## src/rtl/uart_frame_loader_if.sv

```systemverilog
// UART byte input and SDRAM host write port of the frame loader.
// master: loader side; slave: UART receiver / SDRAM controller side.
interface uart_frame_loader_if #(
   parameter int ADDR_WIDTH = 24
);
   logic                  rx_valid;
   logic [7:0]            rx_byte;
   logic                  wr_busy;
   logic                  wr_enable;
   logic [ADDR_WIDTH-1:0] wr_addr;
   logic [15:0]           wr_data;

   modport master (
      input  rx_valid, rx_byte, wr_busy,
      output wr_enable, wr_addr, wr_data
   );

   modport slave (
      output rx_valid, rx_byte, wr_busy,
      input  wr_enable, wr_addr, wr_data
   );
endinterface

```

## src/rtl/uart_frame_loader.sv

```systemverilog
// Packs UART bytes (low first) into 16-bit words and writes one frame to SDRAM.
// Optional preamble hunt (0xA5,0x5A) enabled by UART_FRAME_LOADER_SYNC_EN.
//
// state    | meaning
// ---------+-----------------------------------------------------------
// ST_LOAD  | collecting bytes, no write outstanding
// ST_WRITE | write request outstanding, bytes still collected
// ST_DONE  | frame complete, bytes ignored, no writes
// ST_HUNT  | waiting for 0xA5,0x5A preamble (sync build only)
module uart_frame_loader #(
   parameter int FRAME_WORDS = 19220,
   parameter int ADDR_WIDTH  = 24,
   parameter int GAP_TIMEOUT = 21800
) (
   input  logic                    clk,
   input  logic                    rst_n,
   input  logic                    restart_i,
   uart_frame_loader_if.master     bus,
   output logic                    frame_ready_o,
   output logic [ADDR_WIDTH-1:0]   words_written_o,
   output logic                    overflow_o
);
   localparam int GW = $clog2(GAP_TIMEOUT + 1);
   localparam logic [GW-1:0] GAP_LOAD = GW'(GAP_TIMEOUT - 1);
   localparam logic [ADDR_WIDTH-1:0] FRAME_CNT = ADDR_WIDTH'(FRAME_WORDS);

`ifdef UART_FRAME_LOADER_SYNC_EN
   typedef enum logic [1:0] {ST_LOAD, ST_WRITE, ST_DONE, ST_HUNT} state_t;
   localparam state_t INIT_STATE = ST_HUNT;
   logic seen_a5_q, seen_a5_d;
`else
   typedef enum logic [1:0] {ST_LOAD, ST_WRITE, ST_DONE} state_t;
   localparam state_t INIT_STATE = ST_LOAD;
`endif

   state_t                state_q, state_d;
   logic                  phase_q, phase_d;
   logic [7:0]            low_q, low_d;
   logic [GW-1:0]         gap_q, gap_d;
   logic                  wr_en_q, wr_en_d;
   logic [ADDR_WIDTH-1:0] wr_addr_q, wr_addr_d;
   logic [15:0]           wr_data_q, wr_data_d;
   logic [ADDR_WIDTH-1:0] words_q, words_d;
   logic                  frame_ready_q, frame_ready_d;
   logic                  overflow_q, overflow_d;
   logic                  word_done;
   logic                  accept;
   logic                  last_word;

   assign accept    = wr_en_q && !bus.wr_busy;
   assign last_word = (words_q + ADDR_WIDTH'(1)) == FRAME_CNT;

   always_ff @(posedge clk or negedge rst_n) begin
      if (!rst_n) begin
         state_q       <= INIT_STATE;
         phase_q       <= 1'b0;
         low_q         <= '0;
         gap_q         <= '0;
         wr_en_q       <= 1'b0;
         wr_addr_q     <= '0;
         wr_data_q     <= '0;
         words_q       <= '0;
         frame_ready_q <= 1'b0;
         overflow_q    <= 1'b0;
`ifdef UART_FRAME_LOADER_SYNC_EN
         seen_a5_q     <= 1'b0;
`endif
      end else begin
         state_q       <= state_d;
         phase_q       <= phase_d;
         low_q         <= low_d;
         gap_q         <= gap_d;
         wr_en_q       <= wr_en_d;
         wr_addr_q     <= wr_addr_d;
         wr_data_q     <= wr_data_d;
         words_q       <= words_d;
         frame_ready_q <= frame_ready_d;
         overflow_q    <= overflow_d;
`ifdef UART_FRAME_LOADER_SYNC_EN
         seen_a5_q     <= seen_a5_d;
`endif
      end
   end

   always_comb begin
      state_d       = state_q;
      phase_d       = phase_q;
      low_d         = low_q;
      gap_d         = gap_q;
      wr_en_d       = wr_en_q;
      wr_addr_d     = wr_addr_q;
      wr_data_d     = wr_data_q;
      words_d       = words_q;
      frame_ready_d = frame_ready_q;
      overflow_d    = overflow_q;
      word_done     = 1'b0;
`ifdef UART_FRAME_LOADER_SYNC_EN
      seen_a5_d     = seen_a5_q;
`endif
      if (restart_i) begin
         // a write accepted on this same edge still reaches SDRAM but is not counted
         state_d       = INIT_STATE;
         phase_d       = 1'b0;
         gap_d         = '0;
         wr_en_d       = 1'b0;
         words_d       = '0;
         frame_ready_d = 1'b0;
         overflow_d    = 1'b0;
`ifdef UART_FRAME_LOADER_SYNC_EN
         seen_a5_d     = 1'b0;
`endif
      end else begin
         if (state_q == ST_LOAD || state_q == ST_WRITE) begin
            if (bus.rx_valid) begin
               if (!phase_q) begin
                  low_d   = bus.rx_byte;
                  phase_d = 1'b1;
                  gap_d   = GAP_LOAD;
               end else begin
                  phase_d   = 1'b0;
                  gap_d     = '0;
                  word_done = 1'b1;
               end
            end else if (phase_q) begin
               if (gap_q == '0) phase_d = 1'b0;
               else             gap_d   = gap_q - GW'(1);
            end
         end

         case (state_q)
            ST_LOAD: begin
               if (word_done) begin
                  wr_en_d   = 1'b1;
                  wr_addr_d = words_q;
                  wr_data_d = {bus.rx_byte, low_q};
                  state_d   = ST_WRITE;
               end
            end
            ST_WRITE: begin
               if (word_done) overflow_d = 1'b1;
               if (accept) begin
                  wr_en_d       = 1'b0;
                  frame_ready_d = last_word;
                  if (words_q < FRAME_CNT) words_d = words_q + ADDR_WIDTH'(1);
                  if (last_word) begin
                     state_d = ST_DONE;
                     gap_d   = GAP_LOAD;
                  end else begin
                     state_d = ST_LOAD;
                  end
               end
            end
`ifdef UART_FRAME_LOADER_SYNC_EN
            ST_DONE: begin
               // frame_ready stays up until the next frame's first word is accepted
               if (bus.rx_valid) begin
                  gap_d = GAP_LOAD;
               end else if (gap_q == '0) begin
                  state_d   = ST_HUNT;
                  words_d   = '0;
                  phase_d   = 1'b0;
                  seen_a5_d = 1'b0;
               end else begin
                  gap_d = gap_q - GW'(1);
               end
            end
            ST_HUNT: begin
               if (bus.rx_valid) begin
                  if (bus.rx_byte == 8'hA5) begin
                     seen_a5_d = 1'b1;
                  end else if (seen_a5_q && bus.rx_byte == 8'h5A) begin
                     seen_a5_d = 1'b0;
                     phase_d   = 1'b0;
                     state_d   = ST_LOAD;
                  end else begin
                     seen_a5_d = 1'b0;
                  end
               end
            end
`endif
            default: ;
         endcase
      end
   end

   assign bus.wr_enable   = wr_en_q;
   assign bus.wr_addr     = wr_addr_q;
   assign bus.wr_data     = wr_data_q;
   assign frame_ready_o   = frame_ready_q;
   assign words_written_o = words_q;
   assign overflow_o      = overflow_q;
endmodule

```

## src/flat_wrapper.sv

```systemverilog
// flat-port wrapper written by rule: the top's interface ports become plain ports
module uart_frame_loader_flat 
#(
   parameter int FRAME_WORDS = 19220,
   parameter int ADDR_WIDTH  = 24,
   parameter int GAP_TIMEOUT = 21800
)
  (clk, rst_n, restart_i, frame_ready_o, words_written_o, overflow_o, bus_rx_valid, bus_rx_byte, bus_wr_busy, bus_wr_enable, bus_wr_addr, bus_wr_data);
  uart_frame_loader_if #(.ADDR_WIDTH(ADDR_WIDTH)) bus_i ();
  input  logic clk;
  input  logic rst_n;
  input  logic restart_i;
  output logic frame_ready_o;
  output logic [ADDR_WIDTH-1:0] words_written_o;
  output logic overflow_o;
  input wire logic [$bits(bus_i.rx_valid)-1:0] bus_rx_valid;
  input wire logic [$bits(bus_i.rx_byte)-1:0] bus_rx_byte;
  input wire logic [$bits(bus_i.wr_busy)-1:0] bus_wr_busy;
  output wire logic [$bits(bus_i.wr_enable)-1:0] bus_wr_enable;
  output wire logic [$bits(bus_i.wr_addr)-1:0] bus_wr_addr;
  output wire logic [$bits(bus_i.wr_data)-1:0] bus_wr_data;
  assign bus_i.rx_valid = bus_rx_valid;
  assign bus_i.rx_byte = bus_rx_byte;
  assign bus_i.wr_busy = bus_wr_busy;
  assign bus_wr_enable = bus_i.wr_enable;
  assign bus_wr_addr = bus_i.wr_addr;
  assign bus_wr_data = bus_i.wr_data;
  uart_frame_loader #(.FRAME_WORDS(FRAME_WORDS), .ADDR_WIDTH(ADDR_WIDTH), .GAP_TIMEOUT(GAP_TIMEOUT)) u_core (.clk(clk), .rst_n(rst_n), .restart_i(restart_i), .bus(bus_i), .frame_ready_o(frame_ready_o), .words_written_o(words_written_o), .overflow_o(overflow_o));
endmodule
```

## config.mk

```make
export PLATFORM = sky130hd
export DESIGN_NAME = uart_frame_loader_flat
export DESIGN_NICKNAME = d
export VERILOG_FILES = /design/src/rtl/uart_frame_loader_if.sv /design/src/rtl/uart_frame_loader.sv /design/src/flat_wrapper.sv
export SDC_FILE = /design/constraint.sdc
export NUM_CORES = 1
export LEC_CHECK = 0
export CORE_MARGIN = 2
export CORE_UTILIZATION = 53
export CTS_CLUSTER_SIZE = 16
export DETAILED_ROUTE_END_ITERATION = 7
export PLACE_DENSITY = 0.78
export SYNTH_ARGS = -nofsm -noshare
export SYNTH_HDL_FRONTEND = slang
export SYNTH_SLANG_ARGS = --single-unit
```

## constraint.sdc

```tcl
create_clock -name clk -period 3.4 [get_ports clk]
set_clock_uncertainty 0.1 [all_clocks]
set_input_delay 0.68 -clock clk [delete_from_list [all_inputs] [get_ports clk]]
set_output_delay 0.68 -clock clk [all_outputs]
set_load 0.05 [all_outputs]
```

==> flow_summary.toml <==
[status]
status = "complete, no violations"

[synthesis]
synth_top_area_share_pct = 50.4
synth_xor_area_share_pct = 4.79
synth_seq_cells = 92
synthFlopType = "dfrtp_1"
yosys-top-cells-area = "dfrtp_1, mux2_2, xnor2_1"
synthMuxAreaShare_pct = 12.1
synthArstFlopShare_pct = 100
synth_largest_area_cell = "dfrtp_1"
synthCells = 428
synth_edf_count = 0
syn-num-nets = 444
ys_types = 57
synthAdderAreaFrac_pct = 0.822
synth-simple-area-share_pct = 19.3
synth_top_family_by_area = "simple AND/OR/NAND/NOR gates"
yosys_warnings = 0
netlist_area_sq_um = 4570
syn_area_per_cell_sq_um = 10.7
synth_compound_area_share_pct = 9.37
seq_area_frac_synth_pct = 50.4

[power]
power_w = 0.00275
ir_drop_v = 0.000398
pwr_density_cell_nw_per_um2 = 486
leakage_nw = 2.38

[critical_path]
path_cells = "ha_1 -> nand4_1 -> nor3_1 -> o21ai_0 -> o31ai_1 -> o211ai_2 -> nor4_4 -> or2_1"
crit_start = "u_core.words_written_o[0]"
crit_fanout = 9
critPathRequiredTime_ps = 3610
worst_setup_path_end_kind = "register"
slowest_stage = "nor4_4"
critPathKind = "reg2reg"
critPathLaunchType = "register"
crit_arrival_ps = 3110
r2r-start = "u_core.words_written_o[0]"
max_stage_delay_ps = 530

[route]
via_count = 3549
drtIter0Drc = 154
wl_per_cell_um = 16.6
drt_pre_antenna_iters = 4
drc = 0
drtAntennaViolNets = 0
wl_um = 10100
via_per_inst = 5.82

[floorplanning]
dieArea_sq_um = 9380
num_rows = 33
start_util_pct = 55.0
core_area_sq_um = 8300
die_y_um = 96.8
die_x_um = 96.8
io_pins = 80

[layout]
utilization_pct = 68.3
area_growth_pct = 24.1
drive_gt1_share_pct = 17.2
stdcell_count = 610
num-nets-final = 516
antennaDiodeCount = 0

[clocking]
htreeDepth = 3
post_cts_buffers = 0
holdBufCountCts = 0
clk_latency_ps = 370
clockBufferDepth = 2
clock-sinks = 92
path_clk_slew_ps = 90
post_cts_resize_count = 0
cts_tree = "yes"
cts_buffers = 9
cts_root_buf = "clkbuf_8"

[global_routing]
grtUsageTotal_pct = 22.8
grt_pass1_wl_um = 17600
grt_max_degree = 58
antenna_found_initial = 0
grt_overflow = 0
grt_pass1_vias = 3585

[sta]
fin_tns_setup_ps = 0
hold_viol_final = 0
period_minus_slack_ps = 2900
rsz0062_at_grt = "no"
slew_headroom_pct = 47.9
setup_slack_ps = 498
finalCritPeriodShare_pct = 85.4
worstMarginPinSlew_ps = 775
finalSetupViolCount = 0
final_max_slew_viol_count = 0
fmax_mhz = 345

[run]
drv_cap = 0

[place]
port_buffers = 79
dpl.cell_count = 594
place_ws_ps = 521
dp_hpwl_um = 7080
gp_congestion = 0.877

[min_path]
min_path_type = "in2async"
==> cells in the final DEF (no fill, tap or decap), drive strengths merged, types with 4 or more instances in the layout <==
| master | n |
|---|---|
| dfrtp | 92 |
| clkdlybuf4s50 | 78 |
| mux2 | 47 |
| nor2 | 34 |
| nand2 | 34 |
| o21ai | 26 |
| xnor2 | 22 |
| nor3 | 17 |
| nand4 | 14 |
| nor2b | 11 |
| nor4 | 11 |
| a21oi | 10 |
| clkbuf | 10 |
| buf | 10 |
| nand3 | 8 |
| inv | 8 |
| nor3b | 6 |
| nand2b | 5 |
| or2 | 5 |
| a21o | 4 |
| a31oi | 4 |
| or4 | 4 |
==> power breakdown <==
part,internal [W],switching [W],leakage (nW)
Sequential,0.00120,0.0000616,1.23
Clock,0.000422,0.000408,0.108
Combinational,0.000249,0.000416,1.04
Total,0.00187,0.000886,2.38
==> worst paths after layout <==
| kind | endpoint | slack [ps] | cells after the start |
|---|---|---|---|
| max | u_core.gap_q[14] | 500 | 8 |
| min | u_core.bus.wr_data[9] | 250 | 1 |
| max reg2reg | u_core.gap_q[14] | 500 | 8 |
| min reg2reg | u_core.bus.wr_addr[19] | 390 | 2 |
| max in group asynchronous | u_core.frame_ready_o | 2200 | 2 |
| min in group clk | u_core.bus.wr_addr[19] | 390 | 2 |
==> flip-flops by register name (all words and copies together) (netlist names) <==
name and flops:
u_core.phase_q 1, u_core.gap_q 15, u_core.bus.wr_addr 24, u_core.words_written_o 24, u_core.overflow_o 1, u_core.state_q 2
u_core.bus.wr_data 16, u_core.low_q 8, u_core.frame_ready_o 1
==> critical path, delay by kind of cell, from the launching register on <==
| family | cells | cell delay, ps |
|---|---|---|
| simple gates | 4 | 1420 |
| compound gates | 3 | 550 |
| flops | 1 | 470 |
| fa+ha+maj | 1 | 300 |
==> cell families after synthesis <==
logic type / after synthesis
buffers and inverters: 33
muxes: 49
adders and majority gates: 3
AOI/OAI and AO/OA: 64
DFF: 92
and+or+nand+nor: 162
xor gates and xnor gates: 25
==> metal layers <==
metal	wire [um]	share of wire, %	vias up	global-route usage [%]
li1	-	-	1668	-
met1	4540	45	1773	31.7
met2	4980	49	99	36.8
met3	517	5.1	9	4.91
met4	95	0.94	0	5.63
met5	0	0	-	0
==> cell type report <==
class / instances / area, sq um
clock buffer: 10 / 128
clock inverter: 6 / 93.8
fill: 632 / 2630
inverter: 6 / 22.5
multi-input combinational: 303 / 2120
sequential: 92 / 2300
tap: 105 / 131
timing repair buffer: 88 / 868
==> Yosys cell counts (all sizes together), types with 3 or more instances <==
master,number
or4,4
nor3b,6
xnor2,22
nand4,14
nor2,34
nor4,11
mux2,47
clkbuf,20
ha,3
a31oi,4
o21ai,26
a21oi,10
nor3,17
o211ai,3
inv,5
nor2b,11
nand2b,5
buf,7
nand3,8
nand2,34
or2,5
or3,3
nand3b,3
a21o,4
xor2,3
dfrtp,92
==> stage by stage <==
stage	area, sq um	hold slack, ps
finish	5670	251
global route	5670	316
CTS	5670	272
detailed placement	5450	376
global placement	5450	372
floorplan	4570	284
(Power assumes the default switching activity.)
